File: src/rtl/id_ex_stage.sv
// ID/EX pipeline register: captures decoder control and ID operands for EX,
// with load-use stall/bubble, redirect flush, illegal-opcode sanitising and a stall counter.
module id_ex_stage (
    input  logic        clk,
    input  logic        reset,
    input  logic [6:0]  opcode_d,
    input  logic        alusrc_d,
    input  logic        regwrite_d,
    input  logic        memread_d,
    input  logic        memwrite_d,
    input  logic [1:0]  mem2reg_d,
    input  logic [1:0]  branch_d,
    input  logic [1:0]  aluop_d,
    input  logic [31:0] pc_d,
    input  logic [31:0] rs1_data_d,
    input  logic [31:0] rs2_data_d,
    input  logic [31:0] imm_d,
    input  logic [4:0]  rs1_d,
    input  logic [4:0]  rs2_d,
    input  logic [4:0]  rd_d,
    input  logic [2:0]  funct3_d,
    input  logic        funct7b5_d,
    input  logic        flush_i,
    output logic        alusrc_e,
    output logic        regwrite_e,
    output logic        memread_e,
    output logic        memwrite_e,
    output logic [1:0]  mem2reg_e,
    output logic [1:0]  branch_e,
    output logic [1:0]  aluop_e,
    output logic [31:0] pc_e,
    output logic [31:0] rs1_data_e,
    output logic [31:0] rs2_data_e,
    output logic [31:0] imm_e,
    output logic [4:0]  rs1_e,
    output logic [4:0]  rs2_e,
    output logic [4:0]  rd_e,
    output logic [2:0]  funct3_e,
    output logic        funct7b5_e,
    output logic        valid_e,
    output logic        illegal_e,
    output logic        stall_o,
    output logic [15:0] stall_cnt
);

    localparam logic [1:0] REGALU     = 2'b00;
    localparam logic [1:0] BCN        = 2'b00;
    localparam logic [6:0] OPTIPOR    = 7'b0110011;
    localparam logic [6:0] OPLOAD     = 7'b0000011;
    localparam logic [6:0] OPSTORE    = 7'b0100011;
    localparam logic [6:0] OPBRANCH   = 7'b1100011;
    localparam logic [6:0] OPIMEDIATO = 7'b0010011;
    localparam logic [6:0] OPJALR     = 7'b1100111;
    localparam logic [6:0] OPJAL      = 7'b1101111;

    logic        legal_s;
    logic        uses_rs1_s;
    logic        uses_rs2_s;
    logic        hazard_s;
    logic        load_s;
    logic        illegal_nxt_s;
    logic [15:0] stall_cnt_r;

    // Opcode legality and source-operand usage; only the opcode is inspected.
    always_comb begin
        legal_s    = 1'b0;
        uses_rs2_s = 1'b0;
        case (opcode_d)
            OPTIPOR, OPSTORE, OPBRANCH: begin
                legal_s    = 1'b1;
                uses_rs2_s = 1'b1;
            end
            OPLOAD, OPIMEDIATO, OPJALR, OPJAL: begin
                legal_s    = 1'b1;
                uses_rs2_s = 1'b0;
            end
            default: begin
                legal_s    = 1'b0;
                uses_rs2_s = 1'b0;
            end
        endcase
        uses_rs1_s = legal_s & (opcode_d != OPJAL);
    end

    assign hazard_s = memread_e & valid_e & (rd_e != 5'd0) &
                      ((uses_rs1_s & (rs1_d == rd_e)) | (uses_rs2_s & (rs2_d == rd_e)));

    // A redirect discards the wrong-path ID instruction, so it never needs holding.
    assign stall_o  = hazard_s & ~flush_i & ~reset;

    // Next-slot selection: flush, then hazard, then illegal opcode, else load.
    always_comb begin
        load_s        = 1'b0;
        illegal_nxt_s = 1'b0;
        if (flush_i) begin
            load_s        = 1'b0;
            illegal_nxt_s = 1'b0;
        end else if (hazard_s) begin
            load_s        = 1'b0;
            illegal_nxt_s = 1'b0;
        end else if (!legal_s) begin
            load_s        = 1'b0;
            illegal_nxt_s = 1'b1;
        end else begin
            load_s        = 1'b1;
            illegal_nxt_s = 1'b0;
        end
    end

    // Pipeline register; decoder fields only pass through when the slot is loaded.
    always_ff @(posedge clk or posedge reset) begin
        if (reset) begin
            alusrc_e   <= 1'b0;
            regwrite_e <= 1'b0;
            memread_e  <= 1'b0;
            memwrite_e <= 1'b0;
            mem2reg_e  <= REGALU;
            branch_e   <= BCN;
            aluop_e    <= 2'b00;
            pc_e       <= 32'd0;
            rs1_data_e <= 32'd0;
            rs2_data_e <= 32'd0;
            imm_e      <= 32'd0;
            rs1_e      <= 5'd0;
            rs2_e      <= 5'd0;
            rd_e       <= 5'd0;
            funct3_e   <= 3'd0;
            funct7b5_e <= 1'b0;
            valid_e    <= 1'b0;
            illegal_e  <= 1'b0;
        end else begin
            alusrc_e   <= load_s ? alusrc_d   : 1'b0;
            regwrite_e <= load_s ? regwrite_d : 1'b0;
            memread_e  <= load_s ? memread_d  : 1'b0;
            memwrite_e <= load_s ? memwrite_d : 1'b0;
            mem2reg_e  <= load_s ? mem2reg_d  : REGALU;
            branch_e   <= load_s ? branch_d   : BCN;
            aluop_e    <= load_s ? aluop_d    : 2'b00;
            pc_e       <= load_s ? pc_d       : 32'd0;
            rs1_data_e <= load_s ? rs1_data_d : 32'd0;
            rs2_data_e <= load_s ? rs2_data_d : 32'd0;
            imm_e      <= load_s ? imm_d      : 32'd0;
            rs1_e      <= load_s ? rs1_d      : 5'd0;
            rs2_e      <= load_s ? rs2_d      : 5'd0;
            rd_e       <= load_s ? rd_d       : 5'd0;
            funct3_e   <= load_s ? funct3_d   : 3'd0;
            funct7b5_e <= load_s ? funct7b5_d : 1'b0;
            valid_e    <= load_s;
            illegal_e  <= illegal_nxt_s;
        end
    end

    // Saturating stall counter for debug.
    always_ff @(posedge clk or posedge reset) begin
        if (reset) begin
            stall_cnt_r <= 16'd0;
        end else if (stall_o && (stall_cnt_r != 16'hFFFF)) begin
            stall_cnt_r <= stall_cnt_r + 16'd1;
        end
    end

    assign stall_cnt = stall_cnt_r;

endmodule
File: config.mk
export PLATFORM = sky130hd
export DESIGN_NAME = id_ex_stage
export DESIGN_NICKNAME = d
export VERILOG_FILES = /design/src/rtl/id_ex_stage.sv
export SDC_FILE = /design/constraint.sdc
export NUM_CORES = 1
export LEC_CHECK = 0
export CAP_MARGIN = 20
export CORE_MARGIN = 4
export CORE_UTILIZATION = 35
export CTS_CLUSTER_DIAMETER = 30
export DETAILED_ROUTE_END_ITERATION = 8
export GPL_TIMING_DRIVEN = 0
export HOLD_SLACK_MARGIN = 0.1
export PLACE_DENSITY = 0.88
export SYNTH_ARGS = -nofsm -noshare
export SYNTH_HDL_FRONTEND = slang
export SYNTH_SLANG_ARGS = --single-unit
export TNS_END_PERCENT = 50
File: constraint.sdc
create_clock -name clk -period 6.1 [get_ports clk]
set_input_delay 1.22 -clock clk [delete_from_list [all_inputs] [get_ports clk]]
set_output_delay 1.22 -clock clk [all_outputs]
set_load 0.005 [all_outputs]
==> impl_results.md <==
- FF-to-FF setup slack: 3.91 ns
- Post-CTS Setup Repair Bufs: 0
- Static leakage: 4.75 nW
- R2R depth: 8
- PwrDens: 228 mW/mm2
- Layout cell share with drive strength beyond 1: 0.0703
- CTS Buffer Depth: 2
- Mapped Area: 0.00623 mm2
- Global placement routability congestion: 0.811
- Final hold violations: 0
- IO Count: 343
- Post-synth ARST share: 1.00
- Synth Flop Type: dfrtp_1
- Final slew viol count: 0
- First-pass GRT wire length: 27.1 mm
- Worst-path fanout max: 2
- Area contributors post-synth: dfrtp_1 (70%), and2_1 (16%), buf_6 (2.7%)
- Gate Count Post-Synth: 450
- Final std cells w/o fill: 1,050
- Worst hold path type: reg -> reg
- Grt ovf: 0
- Final setup violation count: 0
- Synth Net Count: 618
- Clock power share: 0.434
- Row count: 48
- Routed Antenna Nets: 0
- Combinational share of power: 0.077
- R2r startpoint: rd_e[0]
- Sw Ratio: 0.219
- Int Pwr: 1.88 mW
- Reg2reg end: rs2_data_e[27]
- Clk slew on worst S/H paths: 0.06 ns
- Port Buffers: 342
- Ys Warns: 0
- Die area: 0.0200 mm2
- Most common cell after layout, fill and taps aside: clkdlybuf4s50_1
- Number of remaining DRC errors: 0
- # diodes: 0
- Largest net degree at the start of global routing: 89
- DP HPWL: 14.2 mm
- Max-slew headroom: 0.585
- Outcome: complete, no violations
- Total Neg Setup Slack: 0 ns
- RSZ-0062 raised after global routing: no
- Initial antenna violation count: 0
- Syn_area_per_cell: 13.9 um2
- First-pass DRT Iterations: 4
- Crit path DAT: 3.27 ns
- Yosys reg bits: 175
- Fin area: 0.0105 mm2
- Synth unique cells: 34
- Clock Latency Late Sink: 0.42 ns
- Via Count: 4,606
- Hold slack final: 0.487 ns
- Clock tree from TritonCTS: built
- Fin Clk Skew: 0.0124 ns
- Biggest area consumer among synthesized cells: dfrtp_1
- Number of global-route vias before repair: 4,962
- Resized cells post-CTS: 0
- Die width: 141 um
- Tmin final: 4.49 ns
- Placed Cells: 1,018
- EDFF count, synth: 0
- Initial Utilization: 0.359
- H-tree level count: 4
- Crit start category: primary input
- Wirelength, routed: 17.9 mm
- WHS Endpoint: stall_cnt[9]
- Req. time, crit path: 4.88 ns
- Clock root cell: clkbuf_16
- Endpoint class of the critical path: output port
- Synth top area share: 0.703
- WHS Path Cells: 1
- Final Util: 0.607
- Placed cell area: 0.00997 mm2
- VDD IR max: 0.183 mV
- Min-Delay Startpoint: stall_cnt[9]
- Total Routing Usage GR: 0.179
- Switching pwr: 0.526 mW
- WL/cell: 17.1 um
- Critical path class: in -> out
- Die H: 141 um
- Sequential power share: 0.489
- Peak Freq: 223 MHz
- # Max-Cap Violations: 0
- Register area share after synthesis: 0.703
- Final period util: 0.736
- Nets: 980
- Vias per cell: 4.39
- Core footprint: 0.0174 mm2
- Most frequent cells in the layout: clkdlybuf4s50_1 (342), dfrtp_1 (175), and2_1 (157)
- Total CTS buffers: 17
- Hold Buf Count CTS: 0
- DR iter-0 viols: 124
- Worst Tran Pin Value: 0.622 ns
- CTS sink count: 175
- Area Overhead vs Synth: 69.1%
metrics by stage:
step	setup WS [ns]	power (mW)
after floorplan	0.135	1.24
after global placement	-1.92	1.38
after detailed placement	1.65	1.39
after CTS	1.64	2.44
after global routing	1.50	2.50
final	1.61	2.41
synthesized netlist by cell type, drive strengths merged, types with 4 or more instances:
cell and instances:
inv 4, dfrtp 175, nor2 9, and2 157, nand4 7, xnor2 12
nand2 8, a21oi 6, nand3 15, xor2 10, and3 4, buf 17
how the worst max path moves through the flow:
| stage | start | end | slack (ns) | cells after the start |
|---|---|---|---|---|
| 2_1_floorplan | reset | aluop_e[0] | 0.13 | 1 |
| 3_3_place_gp | reset | imm_e[5] | -1.92 | 2 |
| 3_5_place_dp | rs1_d[2] | stall_o | 1.65 | 7 |
| 4_1_cts | rs1_d[2] | stall_o | 1.64 | 7 |
| 5_1_grt | rs1_d[2] | stall_o | 1.50 | 7 |
| 6_report | rs1_d[2] | stall_o | 1.61 | 7 |
logic make-up (layout without fill, tap and decap cells):
kind of cell | count (synthesis) | after routing | share of synthesized area
compound gates | 12 | 12 | 0.0171
xor+xnor | 22 | 22 | 0.0309
fa+ha+maj | 1 | 1 | 0.00201
buf+inv | 23 | 398 | 0.0323
flops | 175 | 175 | 0.703
mux | 3 | 3 | 0.00522
simple gates | 214 | 214 | 0.210
worst max-delay path, stage by stage:
cell	delay, ns
clkdlybuf4s50_1	0.45
xor2_1	0.16
nor3_1	0.32
nor2b_1	0.21
nand4_1	0.10
a21oi_1	0.26
clkdlybuf4s50_1	0.55
flip-flops by register name, indices dropped and copies added (netlist names):
register and cells:
rs2_e 5, regwrite_e 1, stall_cnt 16, rd_e 5, rs2_data_e 32, valid_e 1, pc_e 32, alusrc_e 1
branch_e 2, funct7b5_e 1, memwrite_e 1, memread_e 1, mem2reg_e 2, illegal_e 1, imm_e 32, rs1_e 5
rs1_data_e 32, funct3_e 3, aluop_e 2
per-layer routing:
metal / global-route usage / share of wire
met2: 0.324 / 0.53
met5: 0 / 0
met4: 0.0662 / 0.029
met3: 0.0768 / 0.098
met1: 0.184 / 0.34
final cells by class:
cell class / count / area [um2]
repair buffers: 343 / 3450
plain buffers: 19 / 186
flip-flops and latches: 175 / 4380
inverters: 4 / 22.5
multi-input cells: 252 / 1650
well taps: 225 / 282
clock buffers: 19 / 443
clock inverters: 13 / 128
fillers: 1335 / 6810
power by group through the flow:
stage,logic (mW),clock network (mW),registers (mW)
floorplan,0.0389,0,1.20
global placement,0.182,0,1.20
detailed placement,0.189,0,1.20
CTS,0.190,1.07,1.18
global route,0.203,1.12,1.18
finish,0.186,1.04,1.18
No activity file was read; power rests on OpenSTA's default activity.
